[config.mk]
export PLATFORM = sky130hd
export DESIGN_NAME = floo_axis_vc_rx
export DESIGN_NICKNAME = d
export VERILOG_FILES = /design/src/rtl/floo_axis_vc_rx.sv
export SDC_FILE = /design/constraint.sdc
export NUM_CORES = 1
export LEC_CHECK = 0
export CORE_UTILIZATION = 39
export DETAILED_ROUTE_END_ITERATION = 10
export GPL_TIMING_DRIVEN = 0
export PLACE_DENSITY = 0.63
export SYNTH_ARGS = -nofsm -noshare
export SYNTH_HDL_FRONTEND = slang
export SYNTH_SLANG_ARGS = --single-unit
[constraint.sdc]
create_clock -name clk_i -period 10.9 [get_ports clk_i]
set_input_delay 2.18 -clock clk_i [delete_from_list [all_inputs] [get_ports clk_i]]
set_output_delay 2.18 -clock clk_i [all_outputs]
set_load 0.05 [all_outputs]
[src/rtl/floo_axis_vc_rx.sv]
// Receive half of the credit-based virtual-channel AXIS NoC link: per-channel flit FIFOs,
// peer-credit forwarding and round-robin credit return. Option: FLOO_AXIS_VC_RX_FALLTHROUGH_EN.

module floo_axis_vc_rx_chan #(
  parameter int unsigned Depth     = 8,
  parameter int unsigned FlitWidth = 64
) (
  input  logic                 clk,
  input  logic                 rst,
  input  logic                 push_i,
  input  logic [FlitWidth-1:0] push_data_i,
  input  logic                 pop_ready_i,
  output logic                 valid_o,
  output logic [FlitWidth-1:0] data_o,
  output logic                 pop_o,
  output logic                 ovf_o
);
  localparam int unsigned PtrW = (Depth > 1) ? $clog2(Depth) : 1;
  localparam int unsigned CntW = $clog2(Depth + 1);

  logic [FlitWidth-1:0] mem [Depth];
  logic [PtrW-1:0]      rd_ptr, wr_ptr;
  logic [CntW-1:0]      cnt;
  logic                 empty, full, enq, deq;
  logic [FlitWidth-1:0] head;

  assign empty = (cnt == '0);
  assign full  = (cnt == CntW'(Depth));

`ifdef FLOO_AXIS_VC_RX_FALLTHROUGH_EN
  // Empty FIFO: incoming flit is presented directly and skips storage if taken now.
  assign valid_o = !empty || push_i;
  assign head    = empty ? push_data_i : mem[rd_ptr];
  assign pop_o   = valid_o && pop_ready_i;
  assign deq     = pop_o && !empty;
  assign enq     = push_i && !(empty && pop_ready_i) && (!full || deq);
`else
  assign valid_o = !empty;
  assign head    = mem[rd_ptr];
  assign pop_o   = valid_o && pop_ready_i;
  assign deq     = pop_o;
  assign enq     = push_i && (!full || deq);
`endif

  assign ovf_o  = push_i && full && !deq;
  assign data_o = valid_o ? head : '0;

  always_ff @(posedge clk) begin
    if (enq) mem[wr_ptr] <= push_data_i;
  end

  always_ff @(posedge clk or posedge rst) begin
    if (rst) begin
      rd_ptr <= '0;
      wr_ptr <= '0;
      cnt    <= '0;
    end else begin
      if (enq) wr_ptr <= (wr_ptr == PtrW'(Depth - 1)) ? '0 : wr_ptr + PtrW'(1);
      if (deq) rd_ptr <= (rd_ptr == PtrW'(Depth - 1)) ? '0 : rd_ptr + PtrW'(1);
      case ({enq, deq})
        2'b10:   cnt <= cnt + CntW'(1);
        2'b01:   cnt <= cnt - CntW'(1);
        default: cnt <= cnt;
      endcase
    end
  end
endmodule

module floo_axis_vc_rx #(
  parameter int unsigned NumChan    = 2,
  parameter int unsigned NumCredits = 8,
  parameter int unsigned FlitWidth  = 64,
  parameter int unsigned ChIdxW     = $clog2(NumChan),
  parameter int unsigned CredW      = $clog2(NumCredits + 1),
  parameter int unsigned TdataW     = 8 * ((FlitWidth + ChIdxW + 7) / 8)
) (
  input  logic                         clk_i,
  input  logic                         rst_i,
  input  logic                         axis_tvalid_i,
  input  logic [TdataW-1:0]            axis_tdata_i,
  input  logic [ChIdxW+CredW:0]        axis_tuser_i,
  output logic                         axis_tready_o,
  output logic [NumChan-1:0]           flit_valid_o,
  input  logic [NumChan-1:0]           flit_ready_i,
  output logic [NumChan*FlitWidth-1:0] flit_data_o,
  output logic                         peer_cred_valid_o,
  output logic [ChIdxW-1:0]            peer_cred_chan_o,
  output logic [CredW-1:0]             peer_cred_cnt_o,
  output logic                         ret_valid_o,
  input  logic                         ret_ready_i,
  output logic [ChIdxW-1:0]            ret_chan_o,
  output logic [CredW-1:0]             ret_cnt_o,
  output logic                         err_o
);
  localparam int unsigned UserW = 1 + ChIdxW + CredW;

  logic                             rdy_q, acc, dv, bad_ch;
  logic [ChIdxW-1:0]                dch, cch;
  logic [CredW-1:0]                 ccnt;
  logic [FlitWidth-1:0]             flit;
  logic [NumChan-1:0]               hit, pop, ovf;
  logic [NumChan-1:0][CredW-1:0]    pend_q;
  logic [ChIdxW-1:0]                ptr_q, hold_q, rr_sel, gnt, idx;
  logic                             lock_q, found, any, hs;

  assign axis_tready_o = rdy_q;
  assign acc  = axis_tvalid_i && rdy_q;
  assign dv   = axis_tuser_i[UserW-1];
  assign cch  = axis_tuser_i[CredW +: ChIdxW];
  assign ccnt = axis_tuser_i[CredW-1:0];
  assign dch  = axis_tdata_i[ChIdxW-1:0];
  assign flit = axis_tdata_i[ChIdxW +: FlitWidth];

  if (TdataW > ChIdxW + FlitWidth) begin : g_pad
    logic unused_pad;
    assign unused_pad = ^axis_tdata_i[TdataW-1:ChIdxW+FlitWidth];
  end

  // A data beat whose channel matches no FIFO is a bad channel index.
  assign bad_ch = acc && dv && !(|hit);

  for (genvar c = 0; c < NumChan; c++) begin : g_chan
    assign hit[c] = acc && dv && (dch == ChIdxW'(c));
    floo_axis_vc_rx_chan #(
      .Depth    (NumCredits),
      .FlitWidth(FlitWidth)
    ) u_chan (
      .clk        (clk_i),
      .rst        (rst_i),
      .push_i     (hit[c]),
      .push_data_i(flit),
      .pop_ready_i(flit_ready_i[c]),
      .valid_o    (flit_valid_o[c]),
      .data_o     (flit_data_o[c*FlitWidth +: FlitWidth]),
      .pop_o      (pop[c]),
      .ovf_o      (ovf[c])
    );
  end

  // Round-robin pick starting at ptr_q; a pending offer stays locked until taken.
  always_comb begin
    rr_sel = ptr_q;
    found  = 1'b0;
    idx    = '0;
    for (int i = 0; i < NumChan; i++) begin
      idx = ChIdxW'((int'(ptr_q) + i) % NumChan);
      if (!found && pend_q[idx] != '0) begin
        found  = 1'b1;
        rr_sel = idx;
      end
    end
  end

  assign gnt         = lock_q ? hold_q : rr_sel;
  assign any         = |pend_q;
  assign hs          = any && ret_ready_i;
  assign ret_valid_o = any;
  assign ret_chan_o  = any ? gnt : '0;
  assign ret_cnt_o   = any ? pend_q[gnt] : '0;

  always_ff @(posedge clk_i or posedge rst_i) begin
    if (rst_i) begin
      rdy_q             <= 1'b0;
      err_o             <= 1'b0;
      peer_cred_valid_o <= 1'b0;
      peer_cred_chan_o  <= '0;
      peer_cred_cnt_o   <= '0;
      pend_q            <= '0;
      ptr_q             <= '0;
      hold_q            <= '0;
      lock_q            <= 1'b0;
    end else begin
      rdy_q             <= 1'b1;
      err_o             <= err_o || bad_ch || (|ovf);
      peer_cred_valid_o <= acc && (ccnt != '0);
      if (acc && (ccnt != '0)) begin
        peer_cred_chan_o <= cch;
        peer_cred_cnt_o  <= ccnt;
      end
      for (int c = 0; c < NumChan; c++) begin
        if (hs && gnt == ChIdxW'(c)) pend_q[c] <= CredW'(pop[c]);
        else                         pend_q[c] <= pend_q[c] + CredW'(pop[c]);
      end
      if (hs) begin
        lock_q <= 1'b0;
        ptr_q  <= (gnt == ChIdxW'(NumChan - 1)) ? '0 : gnt + ChIdxW'(1);
      end else if (any) begin
        lock_q <= 1'b1;
        hold_q <= gnt;
      end
    end
  end
endmodule

==> results.yml, run 1 <==
power:
  power.total_mw: 13.6
  ir_worst_vdd_v: 0.000206
  power.density_nw_per_um2: 273
  leakage_nw: 16.3
synthesis:
  synth_edf_count: 1024
  synth-async-reset-ratio_pct: 3.67
  synthesis.nets: 1942
  yosysTopAreaCell: "edfxtp_1"
  synthFlopType: "edfxtp_1"
  yosysWarnings: 0
  syn_avg_cell_area_um2: 22.2
  netlist_area_um2: 40900
  yosys.area.top_type_share_pct: 75.1
  synth_seq_cells: 1063
  synth_commonest_cells: "edfxtp_1 (1024), mux4_2 (256), nor2_1 (148)"
  synthTopCellsByArea: "edfxtp_1 (75%), mux4_2 (14%), mux2i_1 (3.2%), dfrtp_1 (2.4%), nor2_1 (1.4%)"
  ys_types: 43
  synth_cells: 1840
  yosysMostFrequentCell: "edfxtp_1"
  yosysSeqAreaShare_pct: 77.5
cts:
  cts_root_buffer: "clkbuf_16"
  clk_latency_ps: 680
  cts_setup_buffers: 0
  cts_num_sinks: 1063
  clock_path_buffers: 3
  clkTransAtPathRegs_ps: 60
  cts_resized: 0
  htreeDepth: 3
  cts_tree: "yes"
  cts_hold_buf: 0
  cts_made_buffers: 107
sta:
  rsz0062_at_grt: "false"
  slew_viol_final: 0
  min_period_ps: 6470
  finalCritPeriodShare_pct: 59.4
  fin_hold_ws_ps: 482
  worst_slack_ps: 4430
  finalSetupViolCount: 0
  worst_clock_skew_ps: 26.6
  worst_slew_pin_slew_ps: 1040
  fmax_mhz: 154
  maxSlewHeadroom_pct: 30.8
  hold_viol: 0
worst_setup_path:
  slowest_stage: "clkdlybuf4s50_1"
  crit_top_cell: "buf_2"
  crit_end: "flit_data_o[127]"
  cp-end-kind: "output pin"
  r2r_end: "g_chan[0].u_chan.mem[4][14]$_DFFE_PP_"
  rr_startpoint: "axis_tready_o$_DFF_PP0_"
  r2r_cells: 9
  cp-start-kind: "flip-flop"
  critPathKind: "reg2out"
  crit_required_ps: 8720
  crit_arrival_ps: 4290
  slowest_delay_ps: 910
  crit_chain: "clkbuf_1 > buf_2 > buf_2 > mux4_2 > mux2i_1 > nor2_1 > clkdlybuf4s50_1"
  rrSetupSlack_ps: 7330
  critPathLaunch: "g_chan[1].u_chan.rd_ptr[0]$_DFFE_PP0P_"
  cp_max_fo: 10
finish:
  nets: 2418
  area_growth_pct: 21.6
  drive_above_1_share_pct: 26.3
drt:
  drt-wirelength-per-cell_um: 25.9
  drtIter0Drc: 1753
  route.vias.total: 20030
  ant_nets: 0
  dr.pass1.iters: 5
  drc: 0
  drt_wl_total_um: 98000
  viasPerCell: 5.29
global_route:
  grt_first_pass_wirelength_um: 144000
  grt_max_degree: 40
  grt_antenna_before_repair: 6
  grt_pass1_vias: 21268
  grt_usage_pct: 18.6
  grt-ovfl-total: 0
floorplan:
  die_h_um: 326
  core_um2: 104000
  fp.dieW_um: 326
  io_pins: 228
  die-area_um2: 106000
  rows: 118
  start_util_pct: 39.4
worst_hold_path:
  min_path_type: "reg2reg"
  min_from: "err_o$_DFF_PP0_"
placement:
  place_ws_ps: 4980
  dp.final_hpwl_um: 67500
  port_buffers: 220
  gp_congestion: 0.748
run_status:
  status: "completed"
flow_run:
  maxCapViolations: 0
==> worst min path at each step <==
stage                     slack [ps]                             endpoint  cells past startpoint
after global routing             520                      err_o$_DFF_PP0_                      1
after floorplan                  500  g_chan[1].u_chan.cnt[3]$_DFFE_PP0P_                      1
after global placement           450                      err_o$_DFF_PP0_                      1
final                            480                      err_o$_DFF_PP0_                      1
after CTS                        490                      err_o$_DFF_PP0_                      1
after detailed placement         480                      err_o$_DFF_PP0_                      1
==> metal layers <==
metal  global-route usage [%]  vias up  part of all wire [%]  wire [um]
met5                        0        -                 0.035         34
li1                         -     8586                     -          -
met3                     3.95      115                   6.5       6390
met4                     4.66        6                   1.8       1790
met1                     25.2    10679                    42      41300
met2                     30.7      644                    49      48500
==> flip-flops by register name, indices dropped and copies added, names as in the netlist, 4 cells and up <==
register,count
g_chan.u_chan.mem,1024
g_chan.u_chan.cnt,8
peer_cred_cnt_o,4
pend_q,8
g_chan.u_chan.wr_ptr,6
g_chan.u_chan.rd_ptr,6
==> metrics by stage <==
step	utilization, %	setup TNS (ps)	instances	area (um2)
final	48.0	0	3787	49800
after floorplan	-	0	1840	40900
after global placement	43.2	-4431450	3440	44900
after detailed placement	44.7	0	3587	46400
after CTS	48.0	0	3786	49800
after global routing	48.0	0	3786	49800
==> layout by cell type (no fill, tap or decap), drive strengths merged, types with 10 or more instances in the layout <==
cell type | netlist | final
clkbuf | 37 | 176
nand2 | 13 | 13
mux4 | 256 | 256
nor2 | 148 | 148
clkdlybuf4s50 | 0 | 220
buf | 54 | 201
edfxtp | 1024 | 1024
clkinv | 0 | 45
inv | 12 | 17
ha | 18 | 18
mux2 | 17 | 17
mux2i | 132 | 132
nor3 | 10 | 10
a21oi | 10 | 10
dfrtp | 39 | 39
==> worst max-delay path: cells and delay by family (launching register included) <==
family	cells	cell delay, ps
flip-flops	1	360
AND/OR/NAND/NOR	1	460
buffers and inverters	4	2370
multiplexers	2	400
==> report_power, final <==
group | leakage (nW) | internal, mW | switching (mW)
combinational | 5.02 | 1.99 | 3.38
sequential | 9.69 | 4.61 | 0.105
clock | 1.62 | 2.00 | 1.50
total | 16.3 | 8.59 | 4.98
==> cell type report <==
| class | count | area, um2 |
|---|---|---|
| diodes | 1 | 2.50 |
| plain buffers | 91 | 404 |
| clock buffers | 139 | 2870 |
| clock inverters | 60 | 472 |
| fillers | 8449 | 54000 |
| inverters | 12 | 45.0 |
| multi-input cells | 674 | 8860 |
| flip-flops and latches | 1063 | 31700 |
| well taps | 1380 | 1730 |
| repair buffers | 367 | 3670 |
==> kinds of logic after synthesis <==
| logic type | share of synthesized area (%) |
|---|---|
| DFF | 77.5 |
| muxes | 17.8 |
| and+or+nand+nor | 2.30 |
| buffers and inverters | 1.09 |
| AOI/OAI and AO/OA | 0.462 |
| adders and majority gates | 0.550 |
| xor gates and xnor gates | 0.300 |
| other | 0.00916 |
Note: power is estimated with default switching activity, not from simulation.
==> run 2, diff against run 1 <==
==> constraint.sdc (replaced) <==
create_clock -name clk_i -period 6.1 [get_ports clk_i]
set_input_delay 1.22 -clock clk_i [delete_from_list [all_inputs] [get_ports clk_i]]
set_output_delay 1.22 -clock clk_i [all_outputs]
set_load 0.05 [all_outputs]
==> results.yml, run 2 (same netlist as run 1, synthesis figures left out) <==
finish:
  fillers: 8318
  mostFrequentLayoutCell: "edfxtp_1"
  area_growth_pct: 22.3
  drive_above_1_share_pct: 26.6
  final_cells: 3768
  mostFrequentLayoutCells: "edfxtp_1 (1024), mux4_2 (256), clkdlybuf4s50_1 (220), nor2_1 (146), mux2i_1 (132)"
  largest_reg_flops: 1024
  antenna_cells: 0
  largest_registers: "g_chan.u_chan.mem x1024, g_chan.u_chan.cnt x8, pend_q x8"
  regMostFlops: "g_chan.u_chan.mem"
  nets: 2401
sta:
  fmax_mhz: 184
  slew_viol_final: 0
  worst_slew_pin_slew_ps: 1030
  hold_viol: 0
  rsz0062_at_grt: "false"
  min_period_ps: 5420
  maxSlewHeadroom_pct: 31.1
  worst_clock_skew_ps: 21.1
  finalSetupViolCount: 0
  finalCritPeriodShare_pct: 88.9
cts:
  cts_made_buffers: 106
  clock_path_buffers: 3
  cts_tree: "yes"
  cts_root_buffer: "clkbuf_16"
  cts_num_sinks: 1063
  cts_resized: 0
  cts_setup_buffers: 0
  clk_latency_ps: 670
  clkTransAtPathRegs_ps: 60
  cts_hold_buf: 0
  htreeDepth: 3
worst_setup_path:
  crit_top_cell: "buf_2"
  slowest_stage: "clkdlybuf4s50_1"
  crit_buf_inv: 4
  crit_arrival_ps: 4200
  cp-end-kind: "output pin"
  critPathKind: "reg2out"
  rrSetupSlack_ps: 2470
  cp-start-kind: "flip-flop"
  critPathTopFamily: "buffers and inverters"
  crit_chain: "buf_2 > nor4_1 > buf_2 > clkbuf_1 > nor2_1 > clkdlybuf4s50_1"
  cp_max_fo: 10
  slowest_delay_ps: 770
  crit_required_ps: 4880
power:
  leakage_nw: 16.4
  power.density_nw_per_um2: 493
  power.total_mw: 24.7
  ir_worst_vdd_v: 0.000543
global_route:
  grt_max_degree: 37
  grt-ovfl-total: 0
  grt_usage_pct: 18.5
  grt_pass1_vias: 21451
  grt_first_pass_wirelength_um: 144000
  grt_antenna_before_repair: 6
placement:
  dp.final_hpwl_um: 68000
  port_buffers: 220
  gp_congestion: 0.755
  dp_cells: 3571
floorplan:
  start_util_pct: 39.4
  fp.dieW_um: 326
  core_um2: 104000
  io_pins: 228
  die_h_um: 326
  rows: 118
  die-area_um2: 106000
run_status:
  status: "completed"
drt:
  route.vias.total: 20078
  drt-wirelength-per-cell_um: 26.0
  drt_wl_total_um: 98000
  dr.pass1.iters: 5
  drtIter0Drc: 1797
  ant_nets: 0
  viasPerCell: 5.33
  drc: 0
flow_run:
  maxCapViolations: 0
worst_hold_path:
  min_path_type: "reg2reg"
-- run 2: layout make-up --
type,count,area [um2],share of cell area [%]
clock inverters,68,818,1.64
multi-input cells,674,8880,17.7
repair buffers,351,3670,7.33
clock buffers,129,2780,5.56
inverters,12,45.0,0.0900
well taps,1380,1730,3.45
plain buffers,91,404,0.808
flip-flops and latches,1063,31700,63.4
-- run 2: path summary, 6_finish.rpt --
path / from / endpoint / cells past startpoint
hold reg to reg: err_o$_DFF_PP0_ / err_o$_DFF_PP0_ / 1
max in group asynchronous: rst_i / g_chan[0].u_chan.cnt[1]$_DFFE_PP0P_ / 3
hold / removal: err_o$_DFF_PP0_ / err_o$_DFF_PP0_ / 1
setup / recovery: g_chan[1].u_chan.cnt[1]$_DFFE_PP0P_ / flit_data_o[66] / 6
min in group asynchronous: rst_i / g_chan[0].u_chan.rd_ptr[1]$_DFFE_PP0P_ / 2
setup reg to reg: axis_tready_o$_DFF_PP0_ / g_chan[0].u_chan.mem[2][11]$_DFFE_PP_ / 10
-- run 2: metal layers --
layer	part of all wire [%]	track usage (%)	up-vias
met2	50	31.2	615
met3	6.0	3.62	119
met1	42	24.8	10783
li1	-	-	8551
met4	1.6	4.56	10
met5	0.070	0	-
-- run 2: power by group --
part | internal, mW | switching, mW | leakage [nW]
registers | 8.24 | 0.193 | 9.69
clock network | 3.97 | 2.74 | 1.74
logic | 3.56 | 5.99 | 5.00
-- run 2: metrics by stage --
stage	instance area [um2]	TNS [ps]	hold slack (ps)	worst slack, ps	utilization [%]
2_1_floorplan	41000	-1331250	504	-3130	-
3_3_place_gp	44900	-6899030	443	-11880	43.2
3_5_place_dp	46400	0	461	1060	44.8
4_1_cts	50000	0	473	530	48.2
5_1_grt	50000	0	502	407	48.2
6_report	50000	0	474	677	48.2
-- run 2: worst register-to-register path: stages, from the launching register on --
cell	delay [ps]
dfrtp_1	410
nand3_1	180
a311oi_2	530
inv_1	270
nor4b_2	720
buf_4	300
buf_4	190
buf_4	180
buf_4	190
buf_4	190
buf_4	190
